==> config.mk <==
export PLATFORM = sky130hd
export DESIGN_NAME = pipelined_addsub
export DESIGN_NICKNAME = d
export VERILOG_FILES = /design/src/rtl/pipelined_addsub.sv
export SDC_FILE = /design/constraint.sdc
export NUM_CORES = 1
export LEC_CHECK = 0
export BUFFER_PORTS_ARGS = -buffer_cell sky130_fd_sc_hd__buf_2
export CORE_ASPECT_RATIO = 1.25
export CORE_UTILIZATION = 48
export CTS_CLUSTER_DIAMETER = 80
export CTS_CLUSTER_SIZE = 25
export DETAILED_ROUTE_END_ITERATION = 8
export HOLD_SLACK_MARGIN = 0.03
export PLACE_DENSITY = 0.68
export SLEW_MARGIN = 0
export SYNTH_ARGS = -nofsm -noshare
export SYNTH_HDL_FRONTEND = slang
export SYNTH_SLANG_ARGS = --single-unit
==> constraint.sdc <==
create_clock -name clk -period 2.5 [get_ports clk]
set_input_delay 0.75 -clock clk [delete_from_list [all_inputs] [get_ports clk]]
set_output_delay 0.75 -clock clk [all_outputs]
set_load 0.01 [all_outputs]
==> src/rtl/pipelined_addsub.sv <==
// Pipelined WIDTH-bit add/subtract unit: the carry chain is cut into STAGES
// registered segments, with a global-stall valid/ready handshake on both sides.
module pipelined_addsub #(
  parameter int unsigned WIDTH  = 16,
  parameter int unsigned STAGES = 4
) (
  input  logic             clk,
  input  logic             rst_n,
  input  logic             in_valid,
  output logic             in_ready,
  input  logic [WIDTH-1:0] a,
  input  logic [WIDTH-1:0] b,
  input  logic             cin,
  input  logic             sub,
  output logic             out_valid,
  input  logic             out_ready,
  output logic [WIDTH-1:0] sum,
  output logic             cout,
  output logic             overflow
);

  localparam int unsigned SW = WIDTH / STAGES;

  // Per-stage source values: stage 0 sees the ports, stage k sees register k-1.
  logic [WIDTH-1:0]  src_a   [STAGES];
  logic [WIDTH-1:0]  src_b   [STAGES];
  logic [WIDTH-1:0]  src_sum [STAGES];
  logic [STAGES-1:0] src_c;
  logic [STAGES-1:0] src_v;

  logic [WIDTH-1:0]  a_d   [STAGES];
  logic [WIDTH-1:0]  a_q   [STAGES];
  logic [WIDTH-1:0]  b_d   [STAGES];
  logic [WIDTH-1:0]  b_q   [STAGES];
  logic [WIDTH-1:0]  sum_d [STAGES];
  logic [WIDTH-1:0]  sum_q [STAGES];
  logic [STAGES-1:0] carry_d, carry_q;
  logic [STAGES-1:0] valid_d, valid_q;
  logic              overflow_d, overflow_q;
  logic              advance;

  assign advance  = !valid_q[STAGES-1] || out_ready;
  assign in_ready = advance;

  // b is inverted once at entry and carried as b'; subtract carry-in is ~cin.
  always_comb begin
    src_a[0]   = a;
    src_b[0]   = sub ? ~b : b;
    src_c[0]   = cin ^ sub;
    src_v[0]   = in_valid;
    src_sum[0] = '0;
    for (int unsigned k = 1; k < STAGES; k++) begin
      src_a[k]   = a_q[k-1];
      src_b[k]   = b_q[k-1];
      src_c[k]   = carry_q[k-1];
      src_v[k]   = valid_q[k-1];
      src_sum[k] = sum_q[k-1];
    end
  end

  always_comb begin
    logic [WIDTH-1:0] seg_a;
    logic [WIDTH-1:0] seg_b;
    logic [SW:0]      seg;
    for (int unsigned k = 0; k < STAGES; k++) begin
      seg_a      = src_a[k] >> (k * SW);
      seg_b      = src_b[k] >> (k * SW);
      seg        = {1'b0, seg_a[SW-1:0]} + {1'b0, seg_b[SW-1:0]} + {{SW{1'b0}}, src_c[k]};
      sum_d[k]   = src_sum[k] | (WIDTH'(seg[SW-1:0]) << (k * SW));
      carry_d[k] = seg[SW];
      valid_d[k] = src_v[k];
      a_d[k]     = src_a[k];
      b_d[k]     = src_b[k];
    end
    overflow_d = (src_a[STAGES-1][WIDTH-1] == src_b[STAGES-1][WIDTH-1]) &&
                 (sum_d[STAGES-1][WIDTH-1] != src_a[STAGES-1][WIDTH-1]);
  end

  always_ff @(posedge clk or negedge rst_n) begin
    if (!rst_n) begin
      for (int unsigned k = 0; k < STAGES; k++) begin
        a_q[k]   <= '0;
        b_q[k]   <= '0;
        sum_q[k] <= '0;
      end
      carry_q    <= '0;
      valid_q    <= '0;
      overflow_q <= 1'b0;
    end else if (advance) begin
      a_q        <= a_d;
      b_q        <= b_d;
      sum_q      <= sum_d;
      carry_q    <= carry_d;
      valid_q    <= valid_d;
      overflow_q <= overflow_d;
    end
  end

  assign out_valid = valid_q[STAGES-1];
  assign sum       = sum_q[STAGES-1];
  assign cout      = carry_q[STAGES-1];
  assign overflow  = overflow_q;

endmodule

==> impl_metrics.env <==
export IMPL_firstDrtPassIters=4
export IMPL_clk_path_buf_depth=2
export IMPL_vias_per_cell=4.70
export IMPL_synth_area_mm2=0.00426
export IMPL_clk_latency_ns=0.36
export IMPL_worst_slew_pin_slew_ns=0.833
export IMPL_fin_crit_ns=2.09
export IMPL_async_flop_share_pct=100
export IMPL_numCtsBuffers=9
export IMPL_route_detailed_drc=0
export IMPL_rsz0062_at_grt="false"
export IMPL_ys_ff_latch=97
export IMPL_grt_pass1_vias=2871
export IMPL_core_mm2=0.00865
export IMPL_syn_inst=451
export IMPL_outcome="finished, final reports clean"
export IMPL_avgSynthCellArea_um2=9.45
export IMPL_holdWs_ns=0.271
export IMPL_crit_required_ns=2.73
export IMPL_path_max_fanout=15
export IMPL_layout_drive_gt1_share_pct=16.2
export IMPL_antenna_cells=0
export IMPL_hold_violations=0
export IMPL_hold_class="in -> async"
export IMPL_initialDrtViolationCount=139
export IMPL_cts_root_buf="clkbuf_8"
export IMPL_drt_wl_total_mm=7.28
export IMPL_die_x_um=86.3
export IMPL_grt_max_degree=105
export IMPL_postLayoutCoreUtil_pct=56.0
export IMPL_cap_viol_max_count=0
export IMPL_fin_cells=626
export IMPL_start_util_pct=49.3
export IMPL_antenna_found_initial=0
export IMPL_holdBufCountCts=0
export IMPL_nFillCells=822
export IMPL_clock_fmax_ghz=0.478
export IMPL_worst_clock_skew_ns=0.0118
export IMPL_tritoncts="yes"
export IMPL_wire_per_inst_um=11.6
export IMPL_grt_usage_pct=17.6
export IMPL_die_h_um=107
export IMPL_final_antenna_net_count=0
export IMPL_endpoint_kind="register"
export IMPL_grt_pass1_wl_mm=12.5
export IMPL_area_growth_pct=13.7
export IMPL_irDropWorstVdd_mv=0.372
export IMPL_portBuffers=57
export IMPL_htreeDepth=3
export IMPL_cp_start_kind="input port"
export IMPL_dr_total_vias=2942
export IMPL_report_final_slew_viol_count=0
export IMPL_row_count=38
export IMPL_die_area_mm2=0.00926
export IMPL_dpl_hpwl_mm=4.84
export IMPL_cts_setup_buffers=0
export IMPL_place_inst=610
export IMPL_gp_congestion=0.794
export IMPL_post_cts_resize_count=0
export IMPL_nets=559
export IMPL_grt_ovfl_total=0
export IMPL_clkTransAtPathRegs_ns=0.08
export IMPL_period_share_pct=83.8
export IMPL_fin_tns_setup_ns=0
export IMPL_finalSetupViolations=0
export IMPL_ys_types=25
export IMPL_slew_headroom_pct=44.5
export IMPL_ys_seq_area_share_pct=56.9
export IMPL_synth_edf_count=0
export IMPL_powerDensity_mw_per_mm2=1160
export IMPL_path_class="in -> reg"
export IMPL_clock_sinks=97
export IMPL_ys_warn_count=0
export IMPL_arrival_ns=2.32
export IMPL_boundaryPins=58
export IMPL_p_leak_nw=2.54
export IMPL_ys_flop_type="dfrtp_1"
export IMPL_syn_nets=509
-- critical path, cell delays in order --
cell and delay (ns):
buf_2 0.14, buf_4 0.29, xor2_1 0.29, ha_1 0.29
a21o_1 0.15, a21oi_1 0.16, xor2_1 0.15, o21ai_0 0.09
-- through the flow --
step	setup WS, ns	total power (W)	area [µm²]
final	0.406	0.00560	4850
after global routing	0.298	0.00612	4850
after CTS	0.417	0.00570	4850
after detailed placement	0.0112	0.00471	4650
after global placement	0.0978	0.00460	4650
after floorplan	0.0291	0.00415	4290
-- routing by layer --
metal	part of all wire (%)	global-route usage, %	vias up
met5	0	0	-
met4	2.2	7.74	0
met3	3.2	4.45	12
met2	48	28.3	45
met1	46	22.5	1383
li1	-	-	1502
-- cells by family after synthesis --
family	share of synthesized area (%)
flip-flops	56.9
buffers and inverters	3.87
adder cells (fa/ha/maj)	7.28
AO/OA/AOI/OAI	5.90
XOR/XNOR	5.14
AND/OR/NAND/NOR	20.9
-- sequential cells by signal (all words and copies together) (netlist names) --
name and count:
carry_q 4, b_d 24, valid_q 4, a_d 24
overflow 1, sum 16, src_sum 24
-- area by class of cell --
type	instances	area [µm²]	share of cell area, %
Clock buffer	15	186	3.85
Multi-Input combinational cell	323	1700	35.0
Timing Repair Buffer	62	350	7.23
Inverter	8	30.0	0.620
Tap cell	120	150	3.10
Sequential cell	97	2430	50.1
Clock inverter	1	7.51	0.155
-- worst paths after layout --
path,startpoint,to,slack [ns],depth (start not counted)
max,sub,src_sum[35],0.41,8
min in group clk,sum[4],sum[4],0.47,2
max reg2reg,a_d[12],carry_q[3],0.62,5
min reg2reg,sum[4],sum[4],0.47,2
min,rst_n,src_sum[1],0.27,1
max in group asynchronous,rst_n,a_d[36],1.62,2
-- cell usage after synthesis (2+ instances only) --
cell | number | area, µm²
buf_4 | 3 | 22.5
ha_1 | 12 | 150
buf_2 | 16 | 80.1
a21o_1 | 6 | 45.0
a21oi_1 | 13 | 65.1
dfrtp_1 | 97 | 2430
xor2_1 | 11 | 96.3
fa_1 | 8 | 160
nor2b_1 | 3 | 18.8
xnor2_1 | 14 | 123
nand2_1 | 219 | 822
nor2_1 | 8 | 30.0
inv_1 | 7 | 26.3
o21ai_0 | 22 | 110
clkbuf_1 | 2 | 7.51
-- cell usage in the layout, fill, tap and decap left out, drive strengths merged --
master,netlist,routed
a211oi,1,1
a21o,6,6
a21oi,13,13
a31o,1,1
and2,1,1
buf,20,62
clkbuf,3,15
clkinvlp,0,1
dfrtp,97,97
fa,8,8
ha,12,12
inv,8,8
nand2,219,219
nand2b,1,1
nor2,8,8
nor2b,3,3
o21a,1,1
o21ai,22,22
o31ai,1,1
or3,1,1
xnor2,14,14
xor2,11,11
-- power by group --
part / internal [W] / switching [W]
clock network: 0.000472 / 0.000500
logic: 0.000855 / 0.00114
registers: 0.00227 / 0.000371
total: 0.00359 / 0.00201
Power figures use the tool's default switching activity.
